**config.mk**
```make
export PLATFORM = sky130hd
export DESIGN_NAME = fetch_queue
export DESIGN_NICKNAME = d
export VERILOG_FILES = /design/src/rtl/fetch_queue.sv
export SDC_FILE = /design/constraint.sdc
export NUM_CORES = 1
export LEC_CHECK = 0
export ABC_CLOCK_PERIOD_IN_PS = 5800
export CAP_MARGIN = 15
export CORE_MARGIN = 2
export CORE_UTILIZATION = 45
export DETAILED_ROUTE_END_ITERATION = 6
export PLACE_DENSITY = 0.79
export SLEW_MARGIN = 20
export SYNTH_ARGS = -nofsm -noshare
export SYNTH_HDL_FRONTEND = slang
export SYNTH_SLANG_ARGS = --single-unit
```
**constraint.sdc**
```tcl
create_clock -name clk -period 5.8 [get_ports clk]
set_clock_uncertainty 0.1 [all_clocks]
set_input_delay 0.87 -clock clk [delete_from_list [all_inputs] [get_ports clk]]
set_output_delay 0.87 -clock clk [all_outputs]
set_load 0.02 [all_outputs]
```
**src/rtl/fetch_queue.sv**
```systemverilog
// Fetch stage with a small prefetch FIFO feeding the decode register of the ARM pipeline.
// One instruction-memory request is in flight at a time; redirects squash queued and in-flight work.
module fetch_queue #(
    parameter int          DEPTH     = 4,
    parameter logic [31:0] RESET_PC  = 32'h0000_0000,
    parameter logic [31:0] NOP_INSTR = 32'hE1A0_0000
) (
    input  logic        clk,
    input  logic        reset,
    output logic        ImemReqF,
    output logic [31:0] ImemAddrF,
    input  logic        ImemAckF,
    input  logic [31:0] ImemRDataF,
    input  logic        PCWrPendingF,
    input  logic        StallD,
    input  logic        FlushD,
    input  logic        BranchTakenD,
    input  logic [31:0] BranchTargetD,
    input  logic        PCSrcW,
    input  logic [31:0] ResultW,
    output logic [31:0] InstrD,
    output logic [31:0] PCPlus8D,
    output logic        InstrValidD
);

    localparam int PW = $clog2(DEPTH);
    localparam int CW = PW + 1;
    localparam logic [CW-1:0] FULL_COUNT = CW'(DEPTH);

    logic [31:0]   pcF;
    logic [31:0]   pcReq;
    logic          outstanding;
    logic          drop;
    logic [CW-1:0] count;
    logic [PW-1:0] headPtr;
    logic [PW-1:0] tailPtr;
    logic [31:0]   instrMem [DEPTH];
    logic [31:0]   pcMem    [DEPTH];

    logic          redirect;
    logic [31:0]   target;
    logic          ackValid;
    logic          push;
    logic          pop;
    logic          fifoEmpty;

    // Writeback PC writes win over an early branch; a stalled decode cannot branch.
    assign redirect  = PCSrcW | (BranchTakenD & ~StallD);
    assign target    = PCSrcW ? ResultW : BranchTargetD;
    assign fifoEmpty = (count == '0);

    assign ImemReqF  = ~outstanding & ~PCWrPendingF & ~redirect & (count < FULL_COUNT);
    assign ImemAddrF = pcF;

    assign ackValid  = ImemAckF & outstanding;
    assign push      = ackValid & ~drop & ~redirect;
    assign pop       = ~redirect & ~StallD & ~FlushD & ~fifoEmpty;

    // Fetch PC and the single in-flight request; a redirect with the request still
    // outstanding marks its eventual response as stale.
    always_ff @(posedge clk or negedge reset) begin
        if (!reset) begin
            pcF         <= RESET_PC;
            pcReq       <= RESET_PC;
            outstanding <= 1'b0;
            drop        <= 1'b0;
        end else begin
            if (redirect) begin
                pcF <= target;
            end else if (ImemReqF) begin
                pcF   <= pcF + 32'd4;
                pcReq <= pcF;
            end

            if (ImemReqF) begin
                outstanding <= 1'b1;
            end else if (ackValid) begin
                outstanding <= 1'b0;
            end

            if (redirect) begin
                drop <= outstanding & ~ImemAckF;
            end else if (ackValid) begin
                drop <= 1'b0;
            end
        end
    end

    always_ff @(posedge clk or negedge reset) begin
        if (!reset) begin
            headPtr <= '0;
            tailPtr <= '0;
            count   <= '0;
        end else if (redirect) begin
            headPtr <= '0;
            tailPtr <= '0;
            count   <= '0;
        end else begin
            if (push) begin
                tailPtr <= tailPtr + PW'(1);
            end
            if (pop) begin
                headPtr <= headPtr + PW'(1);
            end
            unique case ({push, pop})
                2'b10:   count <= count + CW'(1);
                2'b01:   count <= count - CW'(1);
                default: ;
            endcase
        end
    end

    always_ff @(posedge clk) begin
        if (push) begin
            instrMem[tailPtr] <= ImemRDataF;
            pcMem[tailPtr]    <= pcReq;
        end
    end

    // Decode register: redirect beats stall, stall beats flush, otherwise pop or bubble.
    always_ff @(posedge clk or negedge reset) begin
        if (!reset) begin
            InstrD      <= NOP_INSTR;
            PCPlus8D    <= RESET_PC + 32'd8;
            InstrValidD <= 1'b0;
        end else if (redirect) begin
            InstrD      <= NOP_INSTR;
            InstrValidD <= 1'b0;
        end else if (StallD) begin
            InstrD      <= InstrD;
            InstrValidD <= InstrValidD;
        end else if (pop) begin
            InstrD      <= instrMem[headPtr];
            PCPlus8D    <= pcMem[headPtr] + 32'd8;
            InstrValidD <= 1'b1;
        end else begin
            InstrD      <= NOP_INSTR;
            InstrValidD <= 1'b0;
        end
    end

endmodule

```
---- Word level (Yosys, flattened, before mapping) ----
Memory sizes are Yosys's and may differ from the RTL's.
Cells that the tools add are included.
word-level totals
  flip-flop bits (word level) ............. 138
  RAM bits ................................ 256
  input port bits ......................... 104
  output and inout bits ................... 98
  word-level logic and storage cells ...... 71
  memories ................................ 2
operators by class
  add/subtract/negate cells ............... 6
  order comparisons ....................... 1
  eq/ne operators ......................... 3
  mux-type cells .......................... 20
  bitwise logic cells ..................... 20
  reductions and logical operators ........ 9
memory list
  name      words  bits a word  read ports  clocked after Yosys merged registers in  write ports  line  text
  instrMem  4      32           1           0                                        1            37    logic [31:0] instrMem [DEPTH];
  pcMem     4      32           1           0                                        1            38    logic [31:0] pcMem [DEPTH];
operators by type and width
  kind                                               number
  2-to-1 mux 32 bit                                  6
  adder 32 x 3 -> 32 bit, second input constant      1
  adder 32 x 4 -> 32 bit, second input constant      1
  bitwise AND 1 bit                                  11
  nonzero test 2 bit                                 5
  2-to-1 mux 1 bit                                   8
  2-to-1 mux 2 bit                                   4
  inverter 1 bit                                     8
  case mux 3 bit (2 select lines)                    1
  adder 2 x 1 -> 2 bit, second input constant        2
  adder 3 x 1 -> 3 bit, second input constant        1
  logical NOT 3 bit                                  1
  less-than comparator 3 bit, second input constant  1
  2-to-1 mux 3 bit                                   1
  AND reduction 3 bit                                1
  nonzero test 3 bit                                 1
  subtractor 3 x 1 -> 3 bit, second input constant   1
  == test 2 x 1 -> 1 bit, second input constant      1
  == test 2 bit, second input constant               1
  != test 2 x 1 -> 1 bit, second input constant      1
  AND reduction 2 bit                                1
  OR 1 bit                                           1

---- Logic depth before layout (Yosys ltp) ----
Gate-level depths: netlist of the first run.
  word-level depth ........................ 10
  gate-level depth with buffers ........... 10
  mapped depth without buffers ............ 8

---- Worst setup path before layout of the first run ----
OpenSTA, ideal clock, no wires.
  kind .................................... input-to-reg
  from .................................... input port BranchTakenD
  to ...................................... memory instrMem[0][0] (enable)
  setup time .............................. 429 ps
  arrival time ............................ 3203 ps
  required time ........................... 5271 ps
  slack ................................... 2068 ps
  cell stages on the path ................. 5
  buffers on the path ..................... 2
  cell sequence ........................... nor2b_1 > nor2_1 > clkbuf_1 > clkbuf_1 > and3_1
between the ends
  cells in the longest elaborated chain, start to end .. 6
ends and longest elaborated chain
  item                                    line  text
  from (decl)                             17    input logic BranchTakenD,
  bitwise AND 1 bit                       48    assign redirect = PCSrcW | (BranchTakenD & ~StallD);
  OR 1 bit                                48
  inverter 1 bit (no line)                n/a
  bitwise AND 1 bit                       56    assign push = ackValid & ~drop & ~redirect;
  2-to-1 mux 1 bit                        114   if (push) begin
  2-to-1 mux 1 bit (implied by the code)  115   instrMem[tailPtr] <= ImemRDataF;
  to (decl)                               37
No other way between the ends.

---- Worst setup path after layout of the first run ----
  from .................................... input port PCWrPendingF
  to ...................................... output port ImemReqF
between the ends
  cells in the longest elaborated chain, start to end .. 4
ends and longest elaborated chain
  item                            line  text
  from (decl)                     14    input logic PCWrPendingF,
  inverter 1 bit                  52    assign ImemReqF = ~outstanding & ~PCWrPendingF & ~redirect & (count < FULL_COUNT);
  bitwise AND 1 bit (3 in a row)  52
  to (decl)                       10    output logic ImemReqF,
No other way between the ends.

==> metrics.md, run 1 <==
| Metric | Value |
|---|---|
| Outcome | `completed` |
| Area growth from synthesis to layout | `24.25%` |
| 1st-iter DRT viols | `562` |
| GRT Residual Overflow | `0` |
| Post-synthesis sequential area ratio | `0.6945` |
| Vias in the first global route | `9,423` |
| Nets | `1,280` |
| Net Count, Synth | `1,078` |
| Mapped Cells | `967` |
| Mapped cell area | `16,050 sq um` |
| Synth top area cells | `edfxtp_1 (48%), dfrtp_1 (20%), mux4_2 (6.6%)` |
| Latest clock arrival within the worst-skew pair | `0.55 ns` |
| Min-delay worst type | `input pin to asynchronous set/reset pin` |
| PortBufs | `201` |
| Post-synthesis average cell area | `16.60 sq um` |
| Fin. Hold Viols | `0` |
| Share of post-route cells with drive strength above 1 | `0.1531` |
| Setup-failing EPs final | `0` |
| Setup crit end kind | `primary output` |
| Overall global routing resource usage | `0.1950` |
| Std cell rows | `69` |
| Final Critical Period | `3.658 ns` |
| Syn. warnings | `0` |
| WS Path Type | `input pin to primary output` |
| GP Congestion | `0.8584` |
| Clock slew at reported path FFs | `0.05 ns` |
| WP data required | `4.83 ns` |
| CP startpoint | `PCWrPendingF` |
| Power per cell area | `339.9 nW/um^2` |
| WP buf/inv | `2` |
| Worst R2R Start | `headPtr[0]` |
| Post-CTS sizing | `0` |
| Arrival time at the worst endpoint | `2.69 ns` |
| Total setup buffers inserted after CTS | `0` |
| Clock root buffer | `clkbuf_16` |
| # DRC | `0` |
| Startpoint types | `input pin` |
| # hold bufs at CTS | `0` |
| Most frequent cell after synthesis | `edfxtp_1` |
| Placed Area | `18,480 sq um` |
| Finished Layout Cells | `1,665` |
| Max FO, Critical Path | `4` |
| CTS tree | `done` |
| Largest net degree at the start of global routing | `87` |
| Largest delay contributor family on the critical path | `buffers and inverters` |
| Max-slew violation count | `0` |
| Sum of negative setup slack | `0 ns` |
| Peak supply drop | `0.2798 mV` |
| CTS Buf Count | `41` |
| Worst Slack Setup Final | `2.142 ns` |
| Power Total | `0.006780 W` |
| Clock buffer depth | `3` |
| Top-area cell type share of the netlist area | `0.4788` |
| CP max stage cell | `clkdlybuf4s50_1` |
| Post-synth top cells | `edfxtp_1 (256), dfrtp_1 (131), nand2_1 (60), mux4_2 (47), o21ai_0 (33)` |
| Period Utilization, post-route | `0.6306` |
| DP Wirelength | `22,380 um` |
| Die Ht | `192.9 um` |
| Die area | `37,200 sq um` |
| Global-route wire length before repair | `54,350 um` |
| Ys flop type | `edfxtp_1` |
| H-tree levels | `2` |
| Yosys cell types | `52` |
| Setup WS pre-CTS | `1.927 ns` |
| RSZ-0062 raised after global routing | `no` |
| Total leakage power | `6.921 nW` |
| Drt wl/cell | `21.38 um` |
| Placed insts | `1,587` |
| Synth async-reset ratio | `0.3503` |
| Actual slew at the worst max-slew pin | `1.090 ns` |
| Vias | `9,246` |
| #FFs+latches synth | `394` |
| I/O pin count | `202` |
| Total of max-cap violations | `0` |
| Post-synth EDFFs | `256` |
| Die width | `192.9 um` |
| Yosys top cell by area | `edfxtp_1` |
| Worst stage delay on the critical path | `0.73 ns` |
| Cell area after layout | `19,950 sq um` |
| Initial antenna violation count | `3` |
| Routed WL | `35,600 um` |
| Core Area | `35,310 sq um` |
| Slew HR | `0.2732` |
| Initial core utilization | `0.4547` |
| Detail Route Antenna Nets | `0` |
| Fill cells | `2,678` |
| Cell mode on critical path | `clkdlybuf4s50_1` |
| Vias per inst | `5.553` |
| Worst-path cell chain | `clkdlybuf4s50_1 -> or3_1 -> nor3_2 -> clkdlybuf4s50_1` |
| Max Fclk | `0.2734 GHz` |
| First-pass DRT Iterations | `4` |
| TritonCTS Sinks | `394` |
## kinds of logic after synthesis
kind of cell	count (synthesis)	share of synthesized area
fa+ha+maj	7	0.005455
xor+xnor	40	0.02182
mux	111	0.1256
buf+inv	63	0.02097
flops	394	0.6945
compound gates	143	0.05985
simple gates	209	0.07186
## power by group
part	leakage [nW]	internal (W)	switching (W)	total [W]
combinational	2.18	0.000318	0.000304	0.000622
clock	0.704	0.00166	0.00108	0.00275
sequential	4.04	0.00323	0.000177	0.00341
## cells in the final DEF (no fill, tap or decap), types with 14 or more instances in the layout
master             n
a211oi_1          31
a21oi_1           21
a22o_1            26
a31oi_1           14
and4_1            17
clkbuf_16         42
clkdlybuf4s50_1  199
dfrtp_1          129
edfxtp_1         256
mux2_2            32
mux2i_1           15
mux4_1            17
mux4_2            47
nand2_1           60
nand3_1           14
nor2_1            23
nor2b_1           20
o21ai_0           33
xnor2_1           28
## sequential cells by signal, summed over array words and instances (netlist names)
signal       flops
count            3
ImemAddrF       32
tailPtr          2
InstrD          32
outstanding      1
pcReq           32
PCPlus8D        32
pcMem          128
headPtr          2
InstrValidD      1
instrMem       128
drop             1
## through the flow
step,hold WS [ns],util
global placement,0.3603,0.5233
floorplan,0.3724,-
CTS,0.3454,0.5646
global route,0.3710,0.5649
finish,0.2931,0.5649
detailed placement,0.3654,0.5233
## path summary, 6_finish.rpt
path	end	slack [ns]	depth (start not counted)
worst max register to register	PCPlus8D[31]	2.37	6
worst min register to register	PCPlus8D[4]	0.37	2
min in group clk	PCPlus8D[4]	0.37	2
max in group asynchronous	headPtr[0]	4.04	2
worst max-delay path	ImemReqF	2.14	4
worst min-delay path	ImemAddrF[11]	0.29	1
## cell type report
type	instances	area, sq um	share of cell area
Sequential cell	394	11150	0.5592
Multi-Input combinational cell	510	4624	0.2318
Timing Repair Buffer	212	2091	0.1048
Clock buffer	56	1174	0.05884
Tap cell	461	576.8	0.02892
Clock inverter	20	284.0	0.01424
Inverter	10	37.54	0.001882
Antenna cell	2	5.005	0.0002509
## layer usage
layer | routed length [um] | up-vias | GRT usage | share of wire
li1 | - | 4220 | - | -
met1 | 15290 | 4713 | 0.2622 | 0.43
met2 | 17600 | 271 | 0.3252 | 0.49
met3 | 1958 | 42 | 0.03582 | 0.055
met4 | 750 | 0 | 0.05696 | 0.021
met5 | 0 | - | 0 | 0
Note: power is estimated with default switching activity, not from simulation.
==> run 2, diff against run 1 <==
- ABC_CLOCK_PERIOD_IN_PS: 5800 -> 3360
- PLACE_DENSITY: 0.79 -> 0.82
- clock period: 5.8 -> 3.36 ns (I/O delays scaled with it)
==> run 2 against run 1 <==
Compared with the run above: critical path type is now flop to primary output; sequential cell count is the same; largest power group unchanged; die area is the same; largest cell class unchanged; worst hold slack gained 0.091 ns; global-route usage grew 0.38 points; highest routed layer unchanged; cell count grew 1.2%; the run now ends with design-rule violations left; clock-buffer cell count shrank 3; clock power grew 72%; via count grew 3.1%; critical path depth is the same.
==> metrics.md, run 2 (synthesis gave the netlist of run 1 again) <==
| Metric | Value |
|---|---|
| Outcome | `finished, violations left` |
| Failing checks | `design-rule violations` |
| PortBufs | `201` |
| Biggest regs | `instrMem x128, pcMem x128` |
| Area of the multi-input gates | `4618 sq um` |
| Area growth from synthesis to layout | `25.78%` |
| Peak supply drop | `0.3924 mV` |
| Fin. Hold Viols | `0` |
| Clock buffer depth | `3` |
| Flop2flop setup slack | `0.34 ns` |
| Vias | `9,531` |
| Setup WS pre-CTS | `0.3963 ns` |
| Worst Slack Setup Final | `0.2363 ns` |
| First-pass DRT Iterations | `7` |
| Setup-failing EPs final | `0` |
| Slew HR | `0.5436` |
| Commonest non-fill, non-tap cells in the layout | `edfxtp_1 (256), clkdlybuf4s50_1 (199), dfrtp_1 (129)` |
| Std cell rows | `69` |
| Largest net degree at the start of global routing | `63` |
| Setup crit end kind | `primary output` |
| Min-delay worst type | `flop to flop` |
| Global-route wire length before repair | `55,720 um` |
| Worst reg2reg path depth | `6` |
| Sum of negative setup slack | `0 ns` |
| Fill cells | `2,658` |
| Total of max-cap violations | `0` |
| Startpoint types | `flop` |
| Endpoint, Worst Hold | `PCPlus8D[9]` |
| Worst R2R Start | `headPtr[0]` |
| Max-slew violation count | `0` |
| Actual slew at the worst max-slew pin | `0.6846 ns` |
| Max FO, Critical Path | `8` |
| Core Area | `35,310 sq um` |
| WS Path Type | `flop to primary output` |
| Die width | `192.9 um` |
| Overall global routing resource usage | `0.1987` |
| CTS Buf Count | `41` |
| DP Wirelength | `23,910 um` |
| GP Congestion | `0.8380` |
| Vias per inst | `5.656` |
| Register area | `11,150 sq um` |
| 1st-iter DRT viols | `659` |
| GRT Residual Overflow | `0` |
| Power per cell area | `580.2 nW/um^2` |
| CTS tree | `done` |
| Arrival time at the worst endpoint | `2.52 ns` |
| Max Fclk | `0.3201 GHz` |
| Vias in the first global route | `9,731` |
| Drt wl/cell | `21.75 um` |
| Hold path startpoint | `PCPlus8D[9]` |
| Routed WL | `36,660 um` |
| Period Utilization, post-route | `0.9297` |
| RSZ-0062 raised after global routing | `no` |
| Share of post-route cells with drive strength above 1 | `0.1635` |
| Total leakage power | `7.052 nW` |
| Initial antenna violation count | `1` |
| H-tree levels | `2` |
| Worst hold stages | `2` |
| WP data required | `2.76 ns` |
| Initial core utilization | `0.4547` |
| Die Ht | `192.9 um` |
| TritonCTS Sinks | `394` |
| I/O pin count | `202` |
| Commonest non-fill, non-tap cell in the layout | `edfxtp_1` |
| Nets | `1,301` |
| # DRC | `1` |
| Clock root buffer | `clkbuf_16` |
| Die area | `37,200 sq um` |
| R2r endpoint | `PCPlus8D[31]` |
| Clock slew at reported path FFs | `0.06 ns` |
| Latest clock arrival within the worst-skew pair | `0.56 ns` |
| Final Critical Period | `3.124 ns` |
| Detail Route Antenna Nets | `0` |
## run 2: cell types whose count changed in the layout (fill, tap and decap cells not counted), sizes merged
cell | before | now
dlygate4sd3 | 0 | 1
inv | 12 | 14
clkinv | 10 | 13
diode | 2 | 1
clkinvlp | 3 | 1
buf | 13 | 33
clkbuf | 56 | 53
## run 2: per-layer routing
layer / vias up / wire (um) / GRT usage
met4: 0 / 818 / 0.06459
met3: 64 / 2149 / 0.03219
li1: 4267 / - / -
met1: 4884 / 14880 / 0.2600
met2: 316 / 18810 / 0.3397
met5: - / 0 / 0
## run 2: final cells by class
class / count / area share
sequential: 394 / 0.5524
multi-input combinational: 510 / 0.2287
timing repair buffer: 233 / 0.1170
clock buffer: 53 / 0.05564
tap: 461 / 0.02856
clock inverter: 23 / 0.01568
inverter: 10 / 0.001859
antenna: 1 / 0.0001239
## run 2: stage by stage
| stage | total power, W | std cells | util | hold slack, ns | instance area (sq um) |
|---|---|---|---|---|---|
| global placement | 0.007026 | 1607 | 0.5307 | 0.3585 | 18740 |
| CTS | 0.01182 | 1684 | 0.5718 | 0.3857 | 20190 |
| floorplan | 0.006420 | 967 | - | 0.1084 | 16060 |
| detailed placement | 0.007083 | 1607 | 0.5307 | 0.3676 | 18740 |
| global route | 0.01213 | 1685 | 0.5719 | 0.3999 | 20190 |
| finish | 0.01172 | 1685 | 0.5719 | 0.3836 | 20190 |
## run 2: where the power goes
part           switching, W  total [W]  internal, W  leakage [nW]
clock network       0.00193    0.00473      0.00280         0.695
registers          0.000314    0.00590      0.00558          4.04
logic              0.000531    0.00109     0.000562          2.32
total               0.00277     0.0117      0.00894          7.05
## run 2: worst max-delay path: stages, from the launching register on
cell and delay, ns:
dfrtp_1 0.48, or3_1 0.50, nor3_2 0.21, buf_4 0.19, clkdlybuf4s50_1 0.60
## run 2: worst max path at each step
stage	endpoint	depth (start not counted)	slack, ns	start
after floorplan	PCPlus8D[25]	10	0.55	headPtr[0]
after global placement	ImemReqF	5	0.43	PCWrPendingF
after detailed placement	PCPlus8D[31]	6	0.40	headPtr[0]
after CTS	ImemReqF	4	0.23	count[2]
after global routing	ImemReqF	4	0.17	count[2]
final	ImemReqF	4	0.24	count[2]
## run 2: repair_timing
| item | 4_1_cts | 5_1_grt |
|---|---|---|
| gates resized for setup | 0 | 0 |
| buffers inserted | 0 | 0 |
| endpoints found under the hold margin | 54 | 0 |
| hold buffers | 1 | 0 |
==> run 3, diff against run 2 <==
- MAX_ROUTING_LAYER: not set -> met4
==> run 3 against run 2 <==
Compared with the run above: the flow now finishes without violations; non-clock buffer count is the same; sequential share of layout area stayed put; wire length grew 0.30%; sequential cell count unchanged; first-iteration DRC count down 3.9%; critical path depth stayed put; sequential power barely moved; cell area unchanged.
==> metrics.md, run 3 (synthesis gave the netlist of run 1 again) <==
| Metric | Value |
|---|---|
| WP data required | `2.76 ns` |
| Clock network power share | `0.404` |
| Fin util | `0.5719` |
| CTS Buf Count | `41` |
| Outcome | `completed` |
| Core Area | `35,310 sq um` |
| WS Path Type | `flop to primary output` |
| 1st-iter DRT viols | `633` |
| Endpoint, Worst Hold | `PCPlus8D[18]` |
| Hold path startpoint | `PCPlus8D[18]` |
| I/O pin count | `202` |
| Drt wl/cell | `21.82 um` |
| Internal power | `0.008945 W` |
| Initial core utilization | `0.4547` |
| Vias per inst | `5.668` |
| Share of post-route cells with drive strength above 1 | `0.1635` |
| Biggest regs | `instrMem x128, pcMem x128` |
| Die area | `37,200 sq um` |
| Routed WL | `36,770 um` |
| Met1 wire length | `15,170 um` |
| Max FO, Critical Path | `8` |
| Min-delay worst type | `flop to flop` |
| First-pass DRT Iterations | `5` |
| Actual slew at the worst max-slew pin | `0.6891 ns` |
| Fin. Hold Viols | `0` |
| Flop pwr share | `0.503` |
| Arrival time at the worst endpoint | `2.52 ns` |
| Period Utilization, post-route | `0.9292` |
| Max-slew violation count | `0` |
| Setup-failing EPs final | `0` |
| Overall global routing resource usage | `0.2049` |
| Switching pwr | `0.002776 W` |
| Slew HR | `0.5406` |
| Final Critical Period | `3.122 ns` |
| Die width | `192.9 um` |
| Startpoint types | `flop` |
| Global-route wire length before repair | `55,770 um` |
| Clock root buffer | `clkbuf_16` |
| Top routing layer used | `met4` |
| Worst reg2reg path depth | `6` |
| Power per cell area | `580.4 nW/um^2` |
| Sum of negative setup slack | `0 ns` |
| Clock buffer depth | `3` |
| Peak supply drop | `0.3950 mV` |
| Net Sw Frac | `0.2368` |
| R2r endpoint | `PCPlus8D[31]` |
| DP Wirelength | `23,910 um` |
| Area growth from synthesis to layout | `25.78%` |
| Initial antenna violation count | `1` |
| GRT Residual Overflow | `0` |
| CTS tree | `done` |
| Post-CTS sizing | `0` |
| DR WL met3 | `2074 um` |
| Commonest non-fill, non-tap cell in the layout | `edfxtp_1` |
| Worst-path cell chain | `or3_1 -> nor3_2 -> buf_4 -> clkdlybuf4s50_1` |
| Die Ht | `192.9 um` |
| Total of max-cap violations | `0` |
| Met2 WL | `18,670 um` |
| Worst R2R Start | `headPtr[0]` |
| PortBufs | `201` |
| Worst hold stages | `2` |
| GP Congestion | `0.8510` |
| Worst stage delay on the critical path | `0.60 ns` |
| Vias | `9,551` |
| Std cell rows | `69` |
| Setup crit end kind | `primary output` |
| Total leakage power | `7.052 nW` |
| Nets | `1,301` |
| Logic pwr share | `0.093` |
| Total setup buffers inserted after CTS | `0` |
| Latest clock arrival within the worst-skew pair | `0.56 ns` |
| Vias in the first global route | `9,716` |
| Largest net degree at the start of global routing | `63` |
| Clock slew at reported path FFs | `0.06 ns` |
| # DRC | `0` |
| RSZ-0062 raised after global routing | `no` |
| TritonCTS Sinks | `394` |
| CP max stage cell | `clkdlybuf4s50_1` |
| H-tree levels | `2` |
| Detail Route Antenna Nets | `0` |
| Commonest non-fill, non-tap cells in the layout | `edfxtp_1 (256), clkdlybuf4s50_1 (199), dfrtp_1 (129)` |
| Max Fclk | `0.3203 GHz` |
| Flop2flop setup slack | `0.34 ns` |
==> run 3: repair_timing <==
action | in CTS | in global routing
hold endpoints to repair | 54 | 0
endpoints found under the setup margin | 0 | 0
hold buffers | 1 | 0
==> run 3: area by class of cell <==
| class | count | area [sq um] |
|---|---|---|
| timing repair buffer | 233 | 2364 |
| tap | 461 | 576.8 |
| fill | 2658 | 15120 |
| sequential | 394 | 11150 |
| clock inverter | 23 | 316.6 |
| clock buffer | 53 | 1124 |
| antenna | 1 | 2.502 |
| multi-input combinational | 510 | 4618 |
| inverter | 10 | 37.54 |
==> run 3: critical path, delay by kind of cell (launching register included) <==
kind | cells | cell delay (ns)
buf+inv | 2 | 0.79
flops | 1 | 0.48
simple gates | 2 | 0.71
==> run 3: worst max path at each step <==
stage,from,end,cells past startpoint
after global routing,count[2],ImemReqF,4
after global placement,PCWrPendingF,ImemReqF,5
after CTS,count[2],ImemReqF,4
after floorplan,headPtr[0],PCPlus8D[25],10
final,count[2],ImemReqF,4
after detailed placement,headPtr[0],PCPlus8D[31],6
==> run 3: per-stage QoR <==
stage	setup WS, ns	total power, W	cell area [sq um]	cells	hold WS, ns
finish	0.2378	0.01172	20190	1685	0.3824
global route	0.1707	0.01214	20190	1685	0.3999
global placement	0.4328	0.007026	18740	1607	0.3585
floorplan	0.5462	0.006420	16060	967	0.1084
CTS	0.2260	0.01182	20190	1684	0.3857
detailed placement	0.3963	0.007083	18740	1607	0.3676
==> run 3: power by group through the flow <==
stage | combinational [W] | clock, W | sequential, W
final | 0.00109 | 0.00473 | 0.00590
after CTS | 0.00111 | 0.00482 | 0.00589
after detailed placement | 0.00110 | 0 | 0.00599
after global routing | 0.00118 | 0.00502 | 0.00594
after global placement | 0.00107 | 0 | 0.00595
after floorplan | 0.000403 | 0 | 0.00602
==> run 3: metal layers <==
layer  global-route usage  vias up
met3              0.03164       66
met2               0.3387      319
met1               0.2619     4892
li1                     -     4274
met5                    -        -
met4              0.06459        0
==> patch 1 (flow settings as in run 2) <==
The parameter `DEPTH` goes from 4 to 8.
--- a/src/rtl/fetch_queue.sv
+++ b/src/rtl/fetch_queue.sv
@@ -1,7 +1,7 @@
 // Fetch stage with a small prefetch FIFO feeding the decode register of the ARM pipeline.
 // One instruction-memory request is in flight at a time; redirects squash queued and in-flight work.
 module fetch_queue #(
-    parameter int          DEPTH     = 4,
+    parameter int          DEPTH     = 8,
     parameter logic [31:0] RESET_PC  = 32'h0000_0000,
     parameter logic [31:0] NOP_INSTR = 32'hE1A0_0000
 ) (
Check against the original RTL: same outputs for any inputs over 4 cycles, from zero or initial values and one cycle with reset low; that may be too few to reach the edited logic, so the function may still have changed.
==> patch 1 against run 2 <==
Routed wire length grew 61%; total power rose by 53%; final area up 56%; worst setup slack got worse by 0.054 ns; synthesized area grew 62%; sequential cell count grew 259; register-to-register slack worse by 0.16 ns.
==> patch 1: results <==
[status]
status = finished clean

[placement]
placedCellCount = 2383
postPlaceCellArea_mm2 = 0.0293
post-dp-hpwl_um = 35400
finalWeightedCongestion = 0.790

[finish]
drive_gt1_frac = 0.192
diodes = 0
instances_no_fill = 2506

[cts]
worstSkewPairLatency_ns = 0.61
htree_num_levels = 3
cts_inserted_buffers = 66

[setup_path]
slowest_delay_ns = 0.72
critical_path_class = register to register
r2r_cells = 8
crit_end = PCPlus8D[27]
r2r-start = headPtr[2]
cp_max_fo = 31

[synthesis]
synth-edff-count = 512
yosysUniqueCellTypes = 54
synth.yosys.seq_area_share = 0.729

[worst_hold_path]
hold_class = primary input to register

[timing]
fin_crit_ns = 3.18
slew-limit-headroom = 0.342
fin_hold_ws_ns = 0.281

[drt]
drtIter0Drc = 1188
viasPerCell = 5.58
routed_wl_um = 59000

[global_route]
track_usage = 0.200
grt_max_degree = 90

[pwr]
vdd_ir_drop_max_v = 0.000335
-- patch 1: logic make-up after synthesis --
logic type	after synthesis	synth area share
buffers and inverters	77	0.0140
AOI/OAI and AO/OA	133	0.0286
DFF	653	0.729
muxes	253	0.158
and+or+nand+nor	256	0.0470
xor gates and xnor gates	60	0.0203
adders and majority gates	6	0.00289
-- patch 1: worst min path at each step --
stage / end / from
CTS: headPtr[0] / PCSrcW
finish: headPtr[0] / PCSrcW
floorplan: ImemAddrF[0] / reset
detailed placement: PCPlus8D[6] / PCPlus8D[6]
global route: headPtr[0] / PCSrcW
global placement: PCPlus8D[6] / PCPlus8D[6]
-- patch 1: final cells by class --
| cell class | count | area share |
|---|---|---|
| flip-flops and latches | 653 | 0.602 |
| well taps | 765 | 0.0305 |
| clock inverters | 34 | 0.0103 |
| multi-input cells | 708 | 0.216 |
| clock buffers | 88 | 0.0578 |
| repair buffers | 249 | 0.0827 |
| inverters | 9 | 0.00107 |
-- patch 1: power breakdown --
part / internal (mW) / leakage [nW] / switching (mW)
logic: 0.515 / 2.97 / 0.532
clock network: 4.16 / 1.03 / 3.04
registers: 9.22 / 6.41 / 0.465
-- patch 1: worst reg2reg max path, cell delays in order (launching register included) --
cell and delay, ns:
dfrtp_4 0.72, buf_4 0.50, mux4_2 0.29, mux2_2 0.22, nand3_1 0.26, nor4_4 0.49, nand3_1 0.20, xnor2_1 0.19
o21ai_1 0.07
-- patch 1: layer usage --
metal | part of all wire | wire [um] | track usage
met1 | 0.39 | 23100 | 0.262
met2 | 0.50 | 29500 | 0.336
met3 | 0.088 | 5200 | 0.0478
met4 | 0.021 | 1260 | 0.0554
met5 | 0 | 0 | 0
==> patch 2 (flow settings as in run 2) <==
Without the edit above. Add an input register stage for `BranchTargetD`, with the module's reset; this delays it by one clock. The other inputs are not delayed to match.
--- a/src/rtl/fetch_queue.sv
+++ b/src/rtl/fetch_queue.sv
@@ -27,6 +27,16 @@
     localparam int CW = PW + 1;
     localparam logic [CW-1:0] FULL_COUNT = CW'(DEPTH);
 
+    logic [31:0] BranchTargetD_q;
+
+    always_ff @(posedge clk or negedge reset) begin
+        if (!reset) begin
+            BranchTargetD_q <= '0;
+        end else begin
+            BranchTargetD_q <= BranchTargetD;
+        end
+    end
+
     logic [31:0]   pcF;
     logic [31:0]   pcReq;
     logic          outstanding;
@@ -46,7 +56,7 @@
 
     // Writeback PC writes win over an early branch; a stalled decode cannot branch.
     assign redirect  = PCSrcW | (BranchTakenD & ~StallD);
-    assign target    = PCSrcW ? ResultW : BranchTargetD;
+    assign target    = PCSrcW ? ResultW : BranchTargetD_q;
     assign fifoEmpty = (count == '0);
 
     assign ImemReqF  = ~outstanding & ~PCWrPendingF & ~redirect & (count < FULL_COUNT);
Formal check against the unedited RTL: not equivalent (a bounded check fails within 4 cycles, from zero or initial values and one cycle with reset low).
==> patch 2 against run 2 <==
Routed wire length decreased by 2.7%; final area rose by 3.8%; sequential cell count up 32; worst setup slack improved by 0.16 ns; synthesized area is 5.1% higher; register-to-register slack improved by 0.05 ns; cell count is 2.1% higher; clock power shrank 0.8%; total power up 3.2%; sequential share of layout area grew 1.8 points.
==> patch 2: results <==
[synthesis]
yosysUniqueCellTypes = 61
synth_xor_area_frac = 0.0187
synth_fp_nets = 1106
synth_compound_area_frac = 0.0578
synth_adder_area_share = 0.00519
synth.yosys.seq_area_share = 0.708
synth_area_leaders = edfxtp_1 46%, dfrtp_1 24%, mux4_2 6.5%, mux4_1 2.3%, mux2_2 2.1%
synth_commonest_cells = 256 x edfxtp_1, 163 x dfrtp_1, 50 x nand2_1
synthArstFlopShare = 0.399
synthMuxAreaShare = 0.121

[finish]
nNetsFinal = 1328
drive_gt1_frac = 0.160
top_regs = instrMem: 128 flops, pcMem: 128 flops
fillers = 2758

[setup_path]
cp_max_fo = 21
crit_end = PCPlus8D[22]
r2r_cells = 5
r2r_slack_ns = 0.39
startpoint = headPtr[0]
crit_slowest_cell = or4_1
slowest_delay_ns = 0.65
cp_top_family = simple AND/OR/NAND/NOR gates
cp_data_arrival_time_ns = 3.34

[placement]
port-buffer-count = 201
finalWeightedCongestion = 0.789
postPlaceCellArea_mm2 = 0.0195
post-dp-hpwl_um = 23500

[drt]
routedWlPerCell_um = 20.7
viasPerCell = 5.57
dr.pass1.iters = 4
drtIter0Drc = 554

[cts]
cts.path.max_buffers = 3
worstSkewPairLatency_ns = 0.56
cts_resized = 0
root_buffer = clkbuf_16
cts_inserted_buffers = 44
htree_num_levels = 2

[pwr]
p_leak_nw = 7.44
p_comb_frac = 0.090
vdd_ir_drop_max_v = 0.000432
p_sw_frac = 0.232
clock_power_mw = 4.69

[status]
status = finished clean

[global_route]
grt_pass1_wl_um = 55600
track_usage = 0.187
grt_pass1_vias = 9885
grt_max_degree = 78

[timing]
slew-limit-headroom = 0.454

[worst_hold_path]
hold_class = primary input to register
hold_end = BranchTargetD_q[23]
whs_path_depth = 1
hp-start = BranchTargetD[23]
patch 2: cell count changes in the layout (fill, tap and decap cells not counted), moves of 4 or more:
cell	before	now
or3_1	9	3
nand3_1	14	18
nand2_1	60	50
mux2i_1	15	19
a211oi_1	31	36
clkinv_1	4	9
nor2_1	23	31
o21ai_0	33	23
and2_2	0	4
buf_4	22	17
nor4_1	7	2
and3_4	4	0
dfrtp_1	129	161
a31oi_1	14	10
patch 2: area by class of cell:
| class | instances | share of cell area |
|---|---|---|
| clock buffer | 55 | 0.0564 |
| clock inverter | 26 | 0.0108 |
| antenna | 1 | 0.000119 |
| inverter | 11 | 0.00197 |
| sequential | 426 | 0.570 |
| tap | 468 | 0.0279 |
| multi-input combinational | 507 | 0.222 |
| timing repair buffer | 227 | 0.110 |
patch 2: through the flow:
| step | utilization | hold slack [ns] | setup slack [ns] | cells |
|---|---|---|---|---|
| finish | 0.570 | 0.279 | 0.393 | 1721 |
| global route | 0.570 | 0.263 | 0.194 | 1721 |
| CTS | 0.570 | 0.254 | 0.411 | 1720 |
| detailed placement | 0.531 | 0.373 | 0.292 | 1638 |
| global placement | 0.531 | 0.359 | 0.371 | 1638 |
| floorplan | - | 0.108 | 0.215 | 995 |
patch 2: timing repair:
action                                 in CTS  in global routing
endpoints found under the hold margin      75                  0
setup buffers                               0                  0
hold buffers                                1                  0
patch 2: metal layers:
layer / GRT usage / up-vias / part of all wire / wire length, um
met5: 0 / - / 0 / 0
met4: 0.0674 / 0 / 0.027 / 960
met3: 0.0365 / 62 / 0.060 / 2130
met2: 0.293 / 313 / 0.47 / 16900
met1: 0.261 / 4858 / 0.44 / 15700
li1: - / 4357 / - / -
